--- src/rtl/uart_pkg.sv ---
// Shared constants for the UART receive path: byte width, default oversampling
// and the receiver state encodings.
package uart_pkg;

    localparam int BYTE_W         = 8;
    localparam int OVERSAMPLE_DEF = 16;

    // Three bits leave spare encodings so a corrupted state register has a
    // defined way back to IDLE.
    localparam logic [2:0] ST_IDLE  = 3'd0;
    localparam logic [2:0] ST_START = 3'd1;
    localparam logic [2:0] ST_DATA  = 3'd2;
    localparam logic [2:0] ST_STOP  = 3'd3;

endpackage

--- src/rtl/uart_rx_fifo.sv ---
// Received-byte buffer. A push is taken when there is room or when a pop frees
// a slot in the same cycle; a pop on an empty buffer is ignored. The head is
// forced to zero while empty so the consumer never sees stale data.
module uart_rx_fifo
    import uart_pkg::*;
#(
    parameter int DEPTH = 4,
    parameter int W     = BYTE_W
) (
    input  logic                     baud_clk,
    input  logic                     reset,
    input  logic                     push,
    input  logic [W-1:0]             push_data,
    input  logic                     pop,
    output logic [W-1:0]             head,
    output logic                     full,
    output logic                     empty,
    output logic [$clog2(DEPTH):0]   count
);

    localparam int PW = $clog2(DEPTH);

    logic [W-1:0]  mem [DEPTH];
    logic [PW-1:0] wr_ptr;
    logic [PW-1:0] rd_ptr;
    logic          pop_ok;
    logic          push_ok;

    assign empty   = (count == '0);
    assign full    = (count == (PW + 1)'(DEPTH));
    assign pop_ok  = pop && !empty;
    assign push_ok = push && (!full || pop_ok);
    assign head    = empty ? '0 : mem[rd_ptr];

    // Storage array; contents are only meaningful below count, so no reset.
    always_ff @(posedge baud_clk) begin
        if (push_ok) begin
            mem[wr_ptr] <= push_data;
        end
    end

    // Pointers wrap naturally because DEPTH is a power of two.
    always_ff @(posedge baud_clk or negedge reset) begin
        if (!reset) begin
            wr_ptr <= '0;
            rd_ptr <= '0;
            count  <= '0;
        end else begin
            if (push_ok) begin
                wr_ptr <= wr_ptr + PW'(1);
            end
            if (pop_ok) begin
                rd_ptr <= rd_ptr + PW'(1);
            end
            case ({push_ok, pop_ok})
                2'b10:   count <= count + (PW + 1)'(1);
                2'b01:   count <= count - (PW + 1)'(1);
                default: count <= count;
            endcase
        end
    end

endmodule

--- src/rtl/uart_rx_ctrl.sv ---
// Oversampling UART receiver: input synchronizer, programmable sample-tick
// generator, frame FSM and a small output FIFO.
//
//   state    | meaning
//   ---------+-------------------------------------------------------------
//   IDLE     | line idle, waiting for a low sample on a tick
//   START    | counting to mid start bit to confirm it is not a glitch
//   DATA     | sampling 8 data bits, LSB first, one per OVERSAMPLE ticks
//   STOP     | sampling the stop bit; push byte or flag framing error
module uart_rx_ctrl
    import uart_pkg::*;
#(
    parameter int OVERSAMPLE = OVERSAMPLE_DEF,
    parameter int DIV_W      = 16,
    parameter int FIFO_DEPTH = 4
) (
    input  logic                          baud_clk,
    input  logic                          reset,
    input  logic                          din,
    input  logic                          enable,
    input  logic [DIV_W-1:0]              div,
    output logic [BYTE_W-1:0]             rx_data,
    output logic                          rx_valid,
    input  logic                          rx_ready,
    output logic                          frame_err,
    output logic                          overrun,
    output logic                          busy,
    output logic [$clog2(FIFO_DEPTH):0]   fifo_count
);

    localparam int OS_W  = $clog2(OVERSAMPLE);
    localparam int BIT_W = $clog2(BYTE_W);
    localparam logic [OS_W-1:0]  OS_HALF  = OS_W'(OVERSAMPLE / 2 - 1);
    localparam logic [OS_W-1:0]  OS_LAST  = OS_W'(OVERSAMPLE - 1);
    localparam logic [BIT_W-1:0] BIT_LAST = BIT_W'(BYTE_W - 1);

    logic              din_s1;
    logic              din_s2;
    logic [DIV_W-1:0]  tick_cnt;
    logic              tick;

    logic [2:0]        state;
    logic [2:0]        state_nxt;
    logic [OS_W-1:0]   os_cnt;
    logic [OS_W-1:0]   os_nxt;
    logic [BIT_W-1:0]  bit_idx;
    logic [BIT_W-1:0]  bit_nxt;
    logic [BYTE_W-1:0] shreg;
    logic [BYTE_W-1:0] shreg_nxt;
    logic              push_req;
    logic              stop_bad;

    logic              fifo_full;
    logic              fifo_empty;
    logic              pop;

    assign busy     = (state != ST_IDLE);
    assign rx_valid = !fifo_empty;
    assign pop      = rx_valid && rx_ready;
    assign tick     = enable && (tick_cnt == '0);

    // Two-flop synchronizer; resets to the idle-high line level.
    always_ff @(posedge baud_clk or negedge reset) begin
        if (!reset) begin
            din_s1 <= 1'b1;
            din_s2 <= 1'b1;
        end else begin
            din_s1 <= din;
            din_s2 <= din_s1;
        end
    end

    // Down-counting tick generator; reloads from the live div on each tick.
    always_ff @(posedge baud_clk or negedge reset) begin
        if (!reset) begin
            tick_cnt <= '0;
        end else if (!enable) begin
            tick_cnt <= '0;
        end else if (tick) begin
            tick_cnt <= div;
        end else begin
            tick_cnt <= tick_cnt - DIV_W'(1);
        end
    end

    // Frame FSM next-state, sampling and push/error decisions.
    always_comb begin
        state_nxt = state;
        os_nxt    = os_cnt;
        bit_nxt   = bit_idx;
        shreg_nxt = shreg;
        push_req  = 1'b0;
        stop_bad  = 1'b0;
        if (!enable || state > ST_STOP) begin
            state_nxt = ST_IDLE;
            os_nxt    = '0;
            bit_nxt   = '0;
        end else if (tick) begin
            case (state)
                ST_IDLE: begin
                    if (!din_s2) begin
                        state_nxt = ST_START;
                        os_nxt    = '0;
                    end
                end
                ST_START: begin
                    if (os_cnt == OS_HALF) begin
                        os_nxt = '0;
                        if (din_s2) begin
                            state_nxt = ST_IDLE;
                        end else begin
                            state_nxt = ST_DATA;
                            bit_nxt   = '0;
                        end
                    end else begin
                        os_nxt = os_cnt + OS_W'(1);
                    end
                end
                ST_DATA: begin
                    if (os_cnt == OS_LAST) begin
                        os_nxt    = '0;
                        shreg_nxt = {din_s2, shreg[BYTE_W-1:1]};
                        if (bit_idx == BIT_LAST) begin
                            state_nxt = ST_STOP;
                        end else begin
                            bit_nxt = bit_idx + BIT_W'(1);
                        end
                    end else begin
                        os_nxt = os_cnt + OS_W'(1);
                    end
                end
                ST_STOP: begin
                    if (os_cnt == OS_LAST) begin
                        os_nxt    = '0;
                        state_nxt = ST_IDLE;
                        push_req  = din_s2;
                        stop_bad  = !din_s2;
                    end else begin
                        os_nxt = os_cnt + OS_W'(1);
                    end
                end
                default: begin
                    state_nxt = ST_IDLE;
                    os_nxt    = '0;
                end
            endcase
        end
    end

    // FSM state, counters, shift register and the one-cycle status pulses.
    always_ff @(posedge baud_clk or negedge reset) begin
        if (!reset) begin
            state     <= ST_IDLE;
            os_cnt    <= '0;
            bit_idx   <= '0;
            shreg     <= '0;
            frame_err <= 1'b0;
            overrun   <= 1'b0;
        end else begin
            state     <= state_nxt;
            os_cnt    <= os_nxt;
            bit_idx   <= bit_nxt;
            shreg     <= shreg_nxt;
            frame_err <= stop_bad;
            overrun   <= push_req && fifo_full && !pop;
        end
    end

    uart_rx_fifo #(
        .DEPTH (FIFO_DEPTH),
        .W     (BYTE_W)
    ) u_fifo (
        .baud_clk  (baud_clk),
        .reset     (reset),
        .push      (push_req),
        .push_data (shreg),
        .pop       (pop),
        .head      (rx_data),
        .full      (fifo_full),
        .empty     (fifo_empty),
        .count     (fifo_count)
    );

endmodule

--- config.mk ---
export PLATFORM = sky130hd
export DESIGN_NAME = uart_rx_ctrl
export DESIGN_NICKNAME = d
export VERILOG_FILES = /design/src/rtl/uart_pkg.sv /design/src/rtl/uart_rx_fifo.sv /design/src/rtl/uart_rx_ctrl.sv
export SDC_FILE = /design/constraint.sdc
export NUM_CORES = 1
export LEC_CHECK = 0
export CAP_MARGIN = 20
export CELL_PAD_IN_SITES_DETAIL_PLACEMENT = 1
export CELL_PAD_IN_SITES_GLOBAL_PLACEMENT = 2
export CORE_ASPECT_RATIO = 1.5
export CORE_MARGIN = 5
export CORE_UTILIZATION = 39
export DETAILED_ROUTE_END_ITERATION = 12
export HOLD_SLACK_MARGIN = 0.06
export PLACE_DENSITY_LB_ADDON = 0.1
export SLEW_MARGIN = 20
export SYNTH_ARGS = -nofsm -noshare
export SYNTH_HDL_FRONTEND = slang
export SYNTH_SLANG_ARGS = --single-unit
--- constraint.sdc ---
create_clock -name baud_clk -period 3.4 [get_ports baud_clk]
set_clock_uncertainty 0.2 [all_clocks]
set_input_delay 0.68 -clock baud_clk [delete_from_list [all_inputs] [get_ports baud_clk]]
set_output_delay 0.68 -clock baud_clk [all_outputs]
set_load 0.1 [all_outputs]
==> results.rst <==
.. list-table::
   :header-rows: 1

   * - Metric
     - Value
   * - Average wire per cell in the routed design
     - 18.02 um
   * - Antenna violations before repair
     - 0
   * - Starting density of the core
     - 0.3995
   * - Dominant register cell in the synthesized netlist
     - sky130_fd_sc_hd__dfrtp_1
   * - Fraction of registers with async set or reset after synthesis
     - 0.5789
   * - Routability congestion estimate from global placement
     - 0.7298
   * - Violation count after the first detailed-route iteration
     - 61
   * - Critical path launch point type
     - flip-flop
   * - Global routing's busiest layer
     - met2
   * - Standard cell with the maximum stage delay on the critical path
     - sky130_fd_sc_hd__dfrtp_1
   * - Crit-path leading delay family
     - flip-flops
   * - Kind of capture point of the worst setup path
     - output pin
   * - CTS resizes
     - 0
   * - Root Driver
     - sky130_fd_sc_hd__clkbuf_16
   * - Worst Path Buf+Inv
     - 1
   * - Global route overflow
     - 0
   * - Final design utilization
     - 0.4780
   * - Number of nets in the layout
     - 347
   * - Power density over the cells
     - 757.8 mW/mm^2
   * - Wire length of the first global-routing pass
     - 12.77 mm
   * - Share of total power in the clock network
     - 0.268
   * - Remaining max-slew budget at the tightest pin
     - 0.5836
   * - Largest stage delay on the critical path
     - 0.74 ns
   * - Vertical die dimension
     - 126.8 um
   * - Die ar.
     - 0.01115 sq mm
   * - Synth unique cells
     - 55
   * - Inserted Clock Buffers
     - 9
   * - Hold Violations, Final
     - 0
   * - Register share of total power
     - 0.393
   * - CP Cell Sequence
     - mux4_2, and2_2, buf_4
   * - Layout-stage area growth over the synthesis result
     - 19.64%
   * - Netlist Area Pre-Place
     - 0.003548 sq mm
   * - Design area
     - 0.004245 sq mm
   * - Ant diodes
     - 0
   * - Post-route fraction of the period consumed by the critical path
     - 0.8724
   * - Residual DRC
     - 0
   * - Count of hold buffers inserted by post-cts repair
     - 0
   * - Mean instance size in the synthesized netlist
     - 12.63 sq um
   * - Via-per-instance ratio
     - 5.411
   * - Fraction of power consumed by combinational cells
     - 0.339
   * - Remaining antenna violation count
     - 0
   * - Internal portion of total power
     - 2.001 mW
   * - Status
     - finished, final reports clean
   * - HPWL reported at the end of detailed placement
     - 5.808 mm
   * - Tmin final
     - 2.966 ns
   * - Pin slew with the least headroom to its limit
     - 0.6245 ns
   * - CTS clk-pin slew, worst paths
     - 0.06 ns
   * - Gate count after technology mapping
     - 281
   * - Net switching power of the design
     - 1.216 mW
   * - DP Worst Slack
     - 0.2707 ns
   * - Number of cells in the design after placement
     - 415
   * - Io pins
     - 36
   * - CTS max path bufs
     - 2
   * - Maximum frequency from static timing analysis
     - 337.1 MHz
   * - Number of core rows
     - 42
   * - Total negative slack
     - 0 ns
   * - Buffer count from post-CTS setup fixing
     - 0
   * - Worst supply voltage drop on vdd
     - 0.0003804 V
   * - Fraction of the yosys area taken by sequential cells
     - 0.5818
   * - Pin count of the biggest net entering global routing
     - 45
   * - Routed wire length
     - 7.768 mm
   * - Dpl cell area
     - 0.003973 sq mm
   * - Syn Nets
     - 312
   * - Worst setup path class
     - reg -> out
   * - Seq cells post-synth
     - 76
   * - Synth Warn #
     - 0
   * - Count of input and output buffers
     - 35
   * - Met1 usage in global routing
     - 0.1558
   * - Num Clock Sinks
     - 76
   * - Floorplan Core Area
     - 0.008881 sq mm
   * - Global Route met3 Usage
     - 0.03504
   * - DR vias
     - 2332
   * - Ratio of cells with drive above 1 in the final layout
     - 0.2087
   * - Later-pin clock latency in the skew report
     - 0.33 ns
   * - RSZ-0062 raised after global routing
     - false
   * - Worst min path class
     - in -> async
   * - Die width
     - 87.88 um
   * - Data required, critical path
     - 2.52 ns
   * - Total Power
     - 3.217 mW
   * - Vias in the first global route
     - 2521
   * - Layout Cells excl Fill
     - 431
   * - H-tree level count
     - 3
   * - Number of failing setup endpoints in the final timing report
     - 0
   * - Count of final max-slew check failures
     - 0
   * - Number of flops mapped to enable cells by yosys
     - 32
   * - Worst hold slack
     - 0.1424 ns
   * - M2 GR Usage
     - 0.2864
   * - Arrival time reported for the critical path endpoint
     - 2.09 ns
   * - Top fanout value on the critical path
     - 10
   * - Final worst setup slack
     - 0.4338 ns
   * - CTS tree
     - built
   * - Overall routing resource usage
     - 0.1508
   * - Detailed-routing iteration count for the pre-antenna-repair pass
     - 4
   * - Max cap viols
     - 0
   * - LEAKAGE
     - 1.777 nW
   * - Switching power share of the total
     - 0.3781
-- state kept, by name, summed over array words and instances, names as in the netlist --
name           count
state              2
frame_err          1
tick_cnt          16
bit_idx            3
overrun            1
din_s1             1
u_fifo.rd_ptr      2
u_fifo.wr_ptr      2
din_s2             1
u_fifo.count       3
u_fifo.mem        32
os_cnt             4
shreg              8
-- path summary, 6_finish.rpt --
path	start	endpoint	slack, ns	cells after the start
hold reg to reg	din_s1$_DFF_PN1_	din_s2$_DFF_PN1_	0.17	0
max in group asynchronous	reset	u_fifo.wr_ptr[1]$_DFFE_PN0P_	2.45	1
hold / removal	reset	tick_cnt[1]$_DFF_PN0_	0.14	1
setup / recovery	u_fifo.rd_ptr[0]$_DFFE_PN0P_	rx_data[6]	0.43	3
min in group baud_clk	din_s1$_DFF_PN1_	din_s2$_DFF_PN1_	0.17	0
setup reg to reg	tick_cnt[10]$_DFF_PN0_	u_fifo.mem[3][3]$_DFFE_PP_	0.60	4
-- power by group through the flow --
stage                     combinational (mW)  sequential (mW)  clock (mW)
after floorplan                        0.803             1.30           0
after global placement                  1.08             1.28           0
after detailed placement                1.11             1.29           0
after CTS                               1.11             1.27       0.888
after global routing                    1.19             1.29       0.927
final                                   1.09             1.26       0.863
-- layout by cell type (no fill, tap or decap), types with 3 or more instances in the layout --
cell type	count
sky130_fd_sc_hd__a211oi_1	10
sky130_fd_sc_hd__a21oi_1	10
sky130_fd_sc_hd__and2_1	5
sky130_fd_sc_hd__and2_2	8
sky130_fd_sc_hd__buf_4	19
sky130_fd_sc_hd__clkbuf_16	9
sky130_fd_sc_hd__clkdlybuf4s50_1	19
sky130_fd_sc_hd__dfrtp_1	42
sky130_fd_sc_hd__edfxtp_1	32
sky130_fd_sc_hd__ha_1	9
sky130_fd_sc_hd__inv_1	5
sky130_fd_sc_hd__mux2_2	9
sky130_fd_sc_hd__mux4_2	8
sky130_fd_sc_hd__nand2_1	11
sky130_fd_sc_hd__nand3_1	6
sky130_fd_sc_hd__nor2_1	25
sky130_fd_sc_hd__nor3_1	6
sky130_fd_sc_hd__nor4_1	5
sky130_fd_sc_hd__o21ai_0	9
sky130_fd_sc_hd__o22ai_1	3
sky130_fd_sc_hd__or3_1	3
sky130_fd_sc_hd__or4_1	3
sky130_fd_sc_hd__xnor2_1	15
-- Yosys cell counts (2+ instances only) --
master | n | area (sq um)
sky130_fd_sc_hd__o21ai_0 | 9 | 45.04
sky130_fd_sc_hd__a211oi_1 | 10 | 75.07
sky130_fd_sc_hd__mux2_2 | 9 | 101.4
sky130_fd_sc_hd__xnor2_1 | 15 | 131.4
sky130_fd_sc_hd__and2_1 | 13 | 81.33
sky130_fd_sc_hd__or3_1 | 3 | 18.77
sky130_fd_sc_hd__a31oi_1 | 2 | 12.51
sky130_fd_sc_hd__nand2_1 | 11 | 41.29
sky130_fd_sc_hd__dfrtp_1 | 42 | 1051
sky130_fd_sc_hd__or4_4 | 2 | 22.52
sky130_fd_sc_hd__a21oi_1 | 10 | 50.05
sky130_fd_sc_hd__a22o_1 | 2 | 17.52
sky130_fd_sc_hd__nor2b_1 | 2 | 12.51
sky130_fd_sc_hd__nor3_1 | 6 | 30.03
sky130_fd_sc_hd__or4_1 | 3 | 22.52
sky130_fd_sc_hd__and3_1 | 2 | 12.51
sky130_fd_sc_hd__or2_2 | 2 | 12.51
sky130_fd_sc_hd__nor2_1 | 25 | 93.84
sky130_fd_sc_hd__mux4_2 | 8 | 180.2
sky130_fd_sc_hd__dfstp_2 | 2 | 52.55
sky130_fd_sc_hd__nand3_1 | 6 | 30.03
sky130_fd_sc_hd__edfxtp_1 | 32 | 960.9
sky130_fd_sc_hd__clkbuf_1 | 12 | 45.04
sky130_fd_sc_hd__nor4_1 | 5 | 31.28
sky130_fd_sc_hd__inv_1 | 5 | 18.77
sky130_fd_sc_hd__nand3b_1 | 2 | 15.01
sky130_fd_sc_hd__o22ai_1 | 3 | 18.77
sky130_fd_sc_hd__mux2i_1 | 2 | 20.02
sky130_fd_sc_hd__a311oi_1 | 2 | 17.52
sky130_fd_sc_hd__ha_1 | 9 | 112.6
-- cell type report --
cell class / count / area [sq um]
tap: 110 / 137.6
fill: 944 / 4636
multi-input combinational: 185 / 1418
inverter: 6 / 22.52
sequential: 76 / 2064
clock inverter: 6 / 41.29
clock buffer: 10 / 229.0
timing repair buffer: 38 / 332.8
-- cell families after synthesis --
| kind of cell | count (synthesis) | share of synthesized area |
|---|---|---|
| mux | 19 | 0.08498 |
| xor+xnor | 16 | 0.03949 |
| flops | 76 | 0.5818 |
| compound gates | 49 | 0.09274 |
| buf+inv | 20 | 0.02151 |
| simple gates | 91 | 0.1421 |
| fa+ha+maj | 10 | 0.03738 |
-- routing by layer --
metal,part of all wire,vias to the layer above
met5,0,-
met4,0.013,0
met3,0.032,8
li1,-,1116
met2,0.59,37
met1,0.37,1171
No activity file was read; power rests on OpenSTA's default activity.
